===== src/rtl/alu_pkg.sv =====
// alu_pkg: opcodes, unit count, result width and FSM state encoding shared by the ALU sequencer
package alu_pkg;
  localparam logic [2:0] OP_ADD = 3'd0;
  localparam logic [2:0] OP_SUB = 3'd1;
  localparam logic [2:0] OP_AND = 3'd2;
  localparam logic [2:0] OP_OR  = 3'd3;
  localparam logic [2:0] OP_XOR = 3'd4;
  localparam logic [2:0] OP_MUL = 3'd5;
  localparam int NUM_UNITS = 6;
  localparam int RES_W = 8;
  typedef enum logic [1:0] {IDLE = 2'd0, EXEC = 2'd1, DONE = 2'd2} state_e;
endpackage


===== src/rtl/alu_res_mux.sv =====
// alu_res_mux: picks the selected unit's result slice; out-of-range selects give zero
module alu_res_mux import alu_pkg::*; #(
  parameter int NUM_UNITS = alu_pkg::NUM_UNITS
) (
  input  logic [2:0]                 sel_i,
  input  logic [RES_W*NUM_UNITS-1:0] unit_res_i,
  output logic [RES_W-1:0]           res_o
);
  // a true select, not an OR of all slices, so stray outputs from other units are ignored
  always_comb begin
    res_o = '0;
    for (int i = 0; i < NUM_UNITS; i++) res_o = (int'(sel_i) == i) ? unit_res_i[RES_W*i +: RES_W] : res_o;
  end
endmodule


===== src/rtl/alu_op_sequencer.sv =====
// alu_op_sequencer: accepts one ALU command, enables one unit for a settle window, returns its result
module alu_op_sequencer import alu_pkg::*; #(
  parameter int NUM_UNITS  = alu_pkg::NUM_UNITS,
  parameter int SETTLE_CYC = 1
) (
  input  logic                       clk,
  input  logic                       rst_n,
  input  logic                       cmd_valid,
  output logic                       cmd_ready,
  input  logic [2:0]                 cmd_op,
  input  logic [3:0]                 cmd_a,
  input  logic [3:0]                 cmd_b,
  output logic [NUM_UNITS-1:0]       unit_en,
  output logic [3:0]                 unit_a,
  output logic [3:0]                 unit_b,
  input  logic [RES_W*NUM_UNITS-1:0] unit_res,
  output logic                       rsp_valid,
  input  logic                       rsp_ready,
  output logic [RES_W-1:0]           rsp_data,
  output logic                       rsp_err,
  output logic                       busy,
  output logic [7:0]                 op_count
);
  state_e           state_q;
  logic [2:0]       op_q;
  logic [3:0]       cnt_q;
  logic [3:0]       a_q;
  logic [3:0]       b_q;
  logic [RES_W-1:0] data_q;
  logic             err_q;
  logic [7:0]       count_q;
  logic [RES_W-1:0] sel_res;
  alu_res_mux #(.NUM_UNITS(NUM_UNITS)) u_mux (
    .sel_i      (op_q),
    .unit_res_i (unit_res),
    .res_o      (sel_res)
  );
  assign cmd_ready = state_q == IDLE;
  assign busy      = state_q != IDLE;
  assign rsp_valid = state_q == DONE;
  assign unit_en   = (state_q == EXEC) ? {{(NUM_UNITS-1){1'b0}}, 1'b1} << op_q : '0;
  assign unit_a    = a_q;
  assign unit_b    = b_q;
  assign rsp_data  = data_q;
  assign rsp_err   = err_q;
  assign op_count  = count_q;
  // command accept, settle countdown, result capture and response handshake
  always_ff @(posedge clk or negedge rst_n) begin
    if (!rst_n) begin
      state_q <= IDLE;
      op_q    <= '0;
      cnt_q   <= '0;
      a_q     <= '0;
      b_q     <= '0;
      data_q  <= '0;
      err_q   <= 1'b0;
      count_q <= '0;
    end else begin
      case (state_q)
        IDLE: if (cmd_valid) begin
          op_q  <= cmd_op;
          a_q   <= cmd_a;
          b_q   <= cmd_b;
          cnt_q <= 4'(SETTLE_CYC - 1);
          if (int'(cmd_op) < NUM_UNITS) state_q <= EXEC;
          else begin
            state_q <= DONE;
            data_q  <= '0;
            err_q   <= 1'b1;
          end
        end
        EXEC: if (cnt_q == 4'd0) begin
          data_q  <= sel_res;
          err_q   <= 1'b0;
          state_q <= DONE;
        end else cnt_q <= cnt_q - 4'd1;
        DONE: if (rsp_ready) begin
          count_q <= count_q + 8'd1;
          state_q <= IDLE;
        end
        default: state_q <= IDLE;
      endcase
    end
  end
endmodule


===== config.mk =====
export PLATFORM = sky130hd
export DESIGN_NAME = alu_op_sequencer
export DESIGN_NICKNAME = d
export VERILOG_FILES = /design/src/rtl/alu_pkg.sv /design/src/rtl/alu_res_mux.sv /design/src/rtl/alu_op_sequencer.sv
export SDC_FILE = /design/constraint.sdc
export NUM_CORES = 1
export LEC_CHECK = 0
export BUFFER_PORTS_ARGS = -buffer_cell sky130_fd_sc_hd__clkbuf_2
export CAP_MARGIN = 10
export CELL_PAD_IN_SITES_DETAIL_PLACEMENT = 0
export CELL_PAD_IN_SITES_GLOBAL_PLACEMENT = 1
export CORE_UTILIZATION = 36
export CTS_BUF_LIST = sky130_fd_sc_hd__clkbuf_16
export DETAILED_ROUTE_END_ITERATION = 8
export GPL_TIMING_DRIVEN = 0
export PLACE_DENSITY = 0.9
export SYNTH_ARGS = -nofsm -noshare
export SYNTH_HDL_FRONTEND = slang
export SYNTH_SLANG_ARGS = --single-unit

===== constraint.sdc =====
create_clock -name clk -period 4.5 [get_ports clk]
set_input_delay 0.675 -clock clk [delete_from_list [all_inputs] [get_ports clk]]
set_output_delay 0.675 -clock clk [all_outputs]
set_load 0.03 [all_outputs]

==> impl_metrics.tcl <==
set metrics [dict create \
    synth_top_area_share_pct 43.9 \
    critPathMaxStageDelay_ns 0.35 \
    grt_max_degree 35 \
    drive_gt1_share_pct 41.0 \
    clk_path_buf_depth 2 \
    min_period_ns 2.29 \
    start_util_pct 37.7 \
    ys.flop_type "dfrtp_1" \
    synth_top_family_by_area "multiplexers" \
    cts_num_sinks 34 \
    cp_slowest_cell "dfrtp_1" \
    dp_hpwl_um 3800 \
    ys_seq_elements 34 \
    period_share_pct 51.0 \
    vias_per_cell 4.94 \
    ir_drop_uv 439 \
    synth.area.mux_share_pct 16.7 \
    cts_made_buffers 5 \
    ys_seq_area_share_pct 43.9 \
    critPathLaunchType "register" \
    detail-route-antenna-nets 0 \
    port_buffers 96 \
    grt_setup_unrepaired "false" \
    drcViolationCount 0 \
    pin_count 97 \
    path_delay_family "buffers and inverters" \
    power.leakage_nw 1.39 \
    setup_violations 0 \
    synthArstFlopShare_pct 100 \
    grtUsageTotal_pct 17.4 \
    wl_per_cell_um 13.7 \
    synth_xor_area_share_pct 3.16 \
    fmax_mhz 436 \
    max-slew-margin-rel_pct 43.4 \
    final_core_util_pct 51.9 \
    wirelength_um 4930 \
    yosys-top-cells-count "34 x dfrtp_1, 24 x nor2_1, 17 x o22ai_1, 14 x mux2_1" \
    antenna_found_initial 0 \
    cp.required_ns 3.83 \
    clock-root-buffer "clkbuf_16" \
    synth.area.top_cells "dfrtp_1 44%, mux2_1 8.1%, o22ai_1 5.5%" \
    cts_hold_buf 0 \
    powerDensity_mw_per_mm2 738 \
    path_clk_slew_ns 0.05 \
    synth.most_common_cell "dfrtp_1" \
    hold_path.class "reg -> reg" \
    crit_type "reg -> out" \
    clock_latency_ns 0.27 \
    mappedNetlistNets 252 \
    gr-total-overflow 0 \
    synth_fa_ha_area_share_pct 1.94 \
    status "finished clean" \
    rows 26 \
    final_hold_viol_count 0 \
    gp_congestion 0.817 \
    grt_pass1_wl_um 7380 \
    grt_pass1_vias 1605 \
    cts_tree "built" \
    fin_skew_ns 0.00194 \
    cap_violations 0 \
    postSynthAreaPerCell_um2 10.4 \
    critPathArrivalTime_ns 1.62 \
    vias 1777 \
    fin_nets 355 \
    die_w_um 75.4 \
    htreeDepth 2 \
    drt-pass1-iter-count 7 \
    synthSimpleGateAreaFrac_pct 16.6 \
    cts_resized 0 \
    dieArea_mm2 0.00568 \
    drt-initial-drc-count 36 \
    crit_path_end_kind "output port" \
    path_cells "buf_2 > clkbuf_1 > nor4_1 > clkbuf_2" \
    synth_compound_area_share_pct 13.2 \
    tightest_slew_ns 0.849 \
    slew_violations 0 \
    synthCells 186 \
    cts_setup_buffers 0 \
    path_max_fanout 10 \
    syn_to_final_growth_pct 37.7 \
    synthDistinctLibCells 38 \
    setup-tns-final_ns 0 \
    core-area_mm2 0.00514 \
    yosysWarnings 0 \
    diodes 0 \
    post-synth-top-area-cell "dfrtp_1" \
    synth_edf_count 0 \
    cp_num_buf_inv 3 \
    die_h_um 75.4 \
    syn-cell-area_mm2 0.00194 \
]
through the flow:
| stage | hold WS (ns) | setup slack [ns] | instance area, um^2 | instances | total power [W] |
|---|---|---|---|---|---|
| finish | 0.475 | 2.21 | 2670 | 360 | 0.00197 |
| global route | 0.505 | 2.10 | 2670 | 360 | 0.00212 |
| CTS | 0.480 | 2.20 | 2670 | 360 | 0.00199 |
| detailed placement | 0.473 | 2.50 | 2510 | 352 | 0.00161 |
| global placement | 0.460 | 2.54 | 2510 | 352 | 0.00159 |
| floorplan | 0.379 | 2.10 | 1940 | 186 | 0.00132 |
state kept, by name, indices dropped and copies added, names as in the netlist:
signal / flops
cnt_q: 4
op_count: 8
op_q: 3
rsp_data: 8
rsp_err: 1
state_q: 2
unit_a: 4
unit_b: 4
layout make-up:
| type | count | area [um^2] |
|---|---|---|
| fill | 507 | 2470 |
| tap | 70 | 87.6 |
| sequential | 34 | 851 |
| multi-input combinational | 136 | 1000 |
| inverter | 4 | 15.0 |
| timing repair buffer | 96 | 480 |
| clock inverter | 3 | 37.5 |
| buffer | 12 | 72.6 |
| clock buffer | 5 | 125 |
logic make-up (layout without fill, tap and decap cells):
logic type / Yosys count / count (layout)
flops: 34 / 34
fa+ha+maj: 3 / 3
xor+xnor: 7 / 7
compound gates: 37 / 37
mux: 28 / 28
buf+inv: 16 / 120
simple gates: 61 / 61
cell usage in the layout (no fill, tap or decap), types with 2 or more instances in the layout:
cell,netlist,layout
nand3_1,3,3
o21ai_0,2,2
mux2_1,14,14
or2_1,2,2
mux2_4,5,5
nand3b_1,2,2
xor2_1,3,3
mux2i_1,8,8
nor4_1,2,2
clkbuf_1,4,4
nand2b_1,5,5
o22ai_1,17,17
nand2_1,11,11
buf_2,4,4
nand4b_1,2,2
nor2_1,24,24
buf_6,3,3
dfrtp_1,34,34
clkbuf_2,0,96
a22o_1,11,11
inv_1,3,5
xnor2_1,4,4
ha_1,3,3
a21o_1,2,2
clkbuf_16,0,5
nor4b_1,2,2
o21ai_1,3,3
where the power goes:
group          total [W]  switching (W)  internal, W
sequential      0.000536       0.000106     0.000429
combinational    0.00106       0.000629     0.000432
clock           0.000374       0.000117     0.000257
routing by layer:
metal  global-route usage [%]  part of all wire (%)  up-vias
li1                         -                     -      875
met1                     20.3                    44      825
met2                     31.4                    48       73
met3                     4.10                   7.7        4
met4                     5.76                  0.99        0
met5                        0                     0        -
worst register-to-register path: stages, from the launching register on:
cell and delay, ns:
dfrtp_1 0.41, inv_1 0.10, ha_1 0.21, nor3b_4 0.31, nand2_1 0.09, a21o_1 0.17
buf_6 0.14, a22o_1 0.24
path summary, 6_finish.rpt:
kind	startpoint	to	slack [ns]	cells past startpoint
max in group asynchronous	rst_n	op_count[0]	3.47	1
worst max-delay path	op_q[0]	unit_en[0]	2.21	4
worst max register to register	cnt_q[0]	rsp_data[4]	2.74	7
min in group asynchronous	rst_n	rsp_data[0]	0.50	1
worst min register to register	op_count[7]	op_count[7]	0.48	1
worst min-delay path	op_count[7]	op_count[7]	0.48	1
Note: power is estimated with default switching activity, not from simulation.
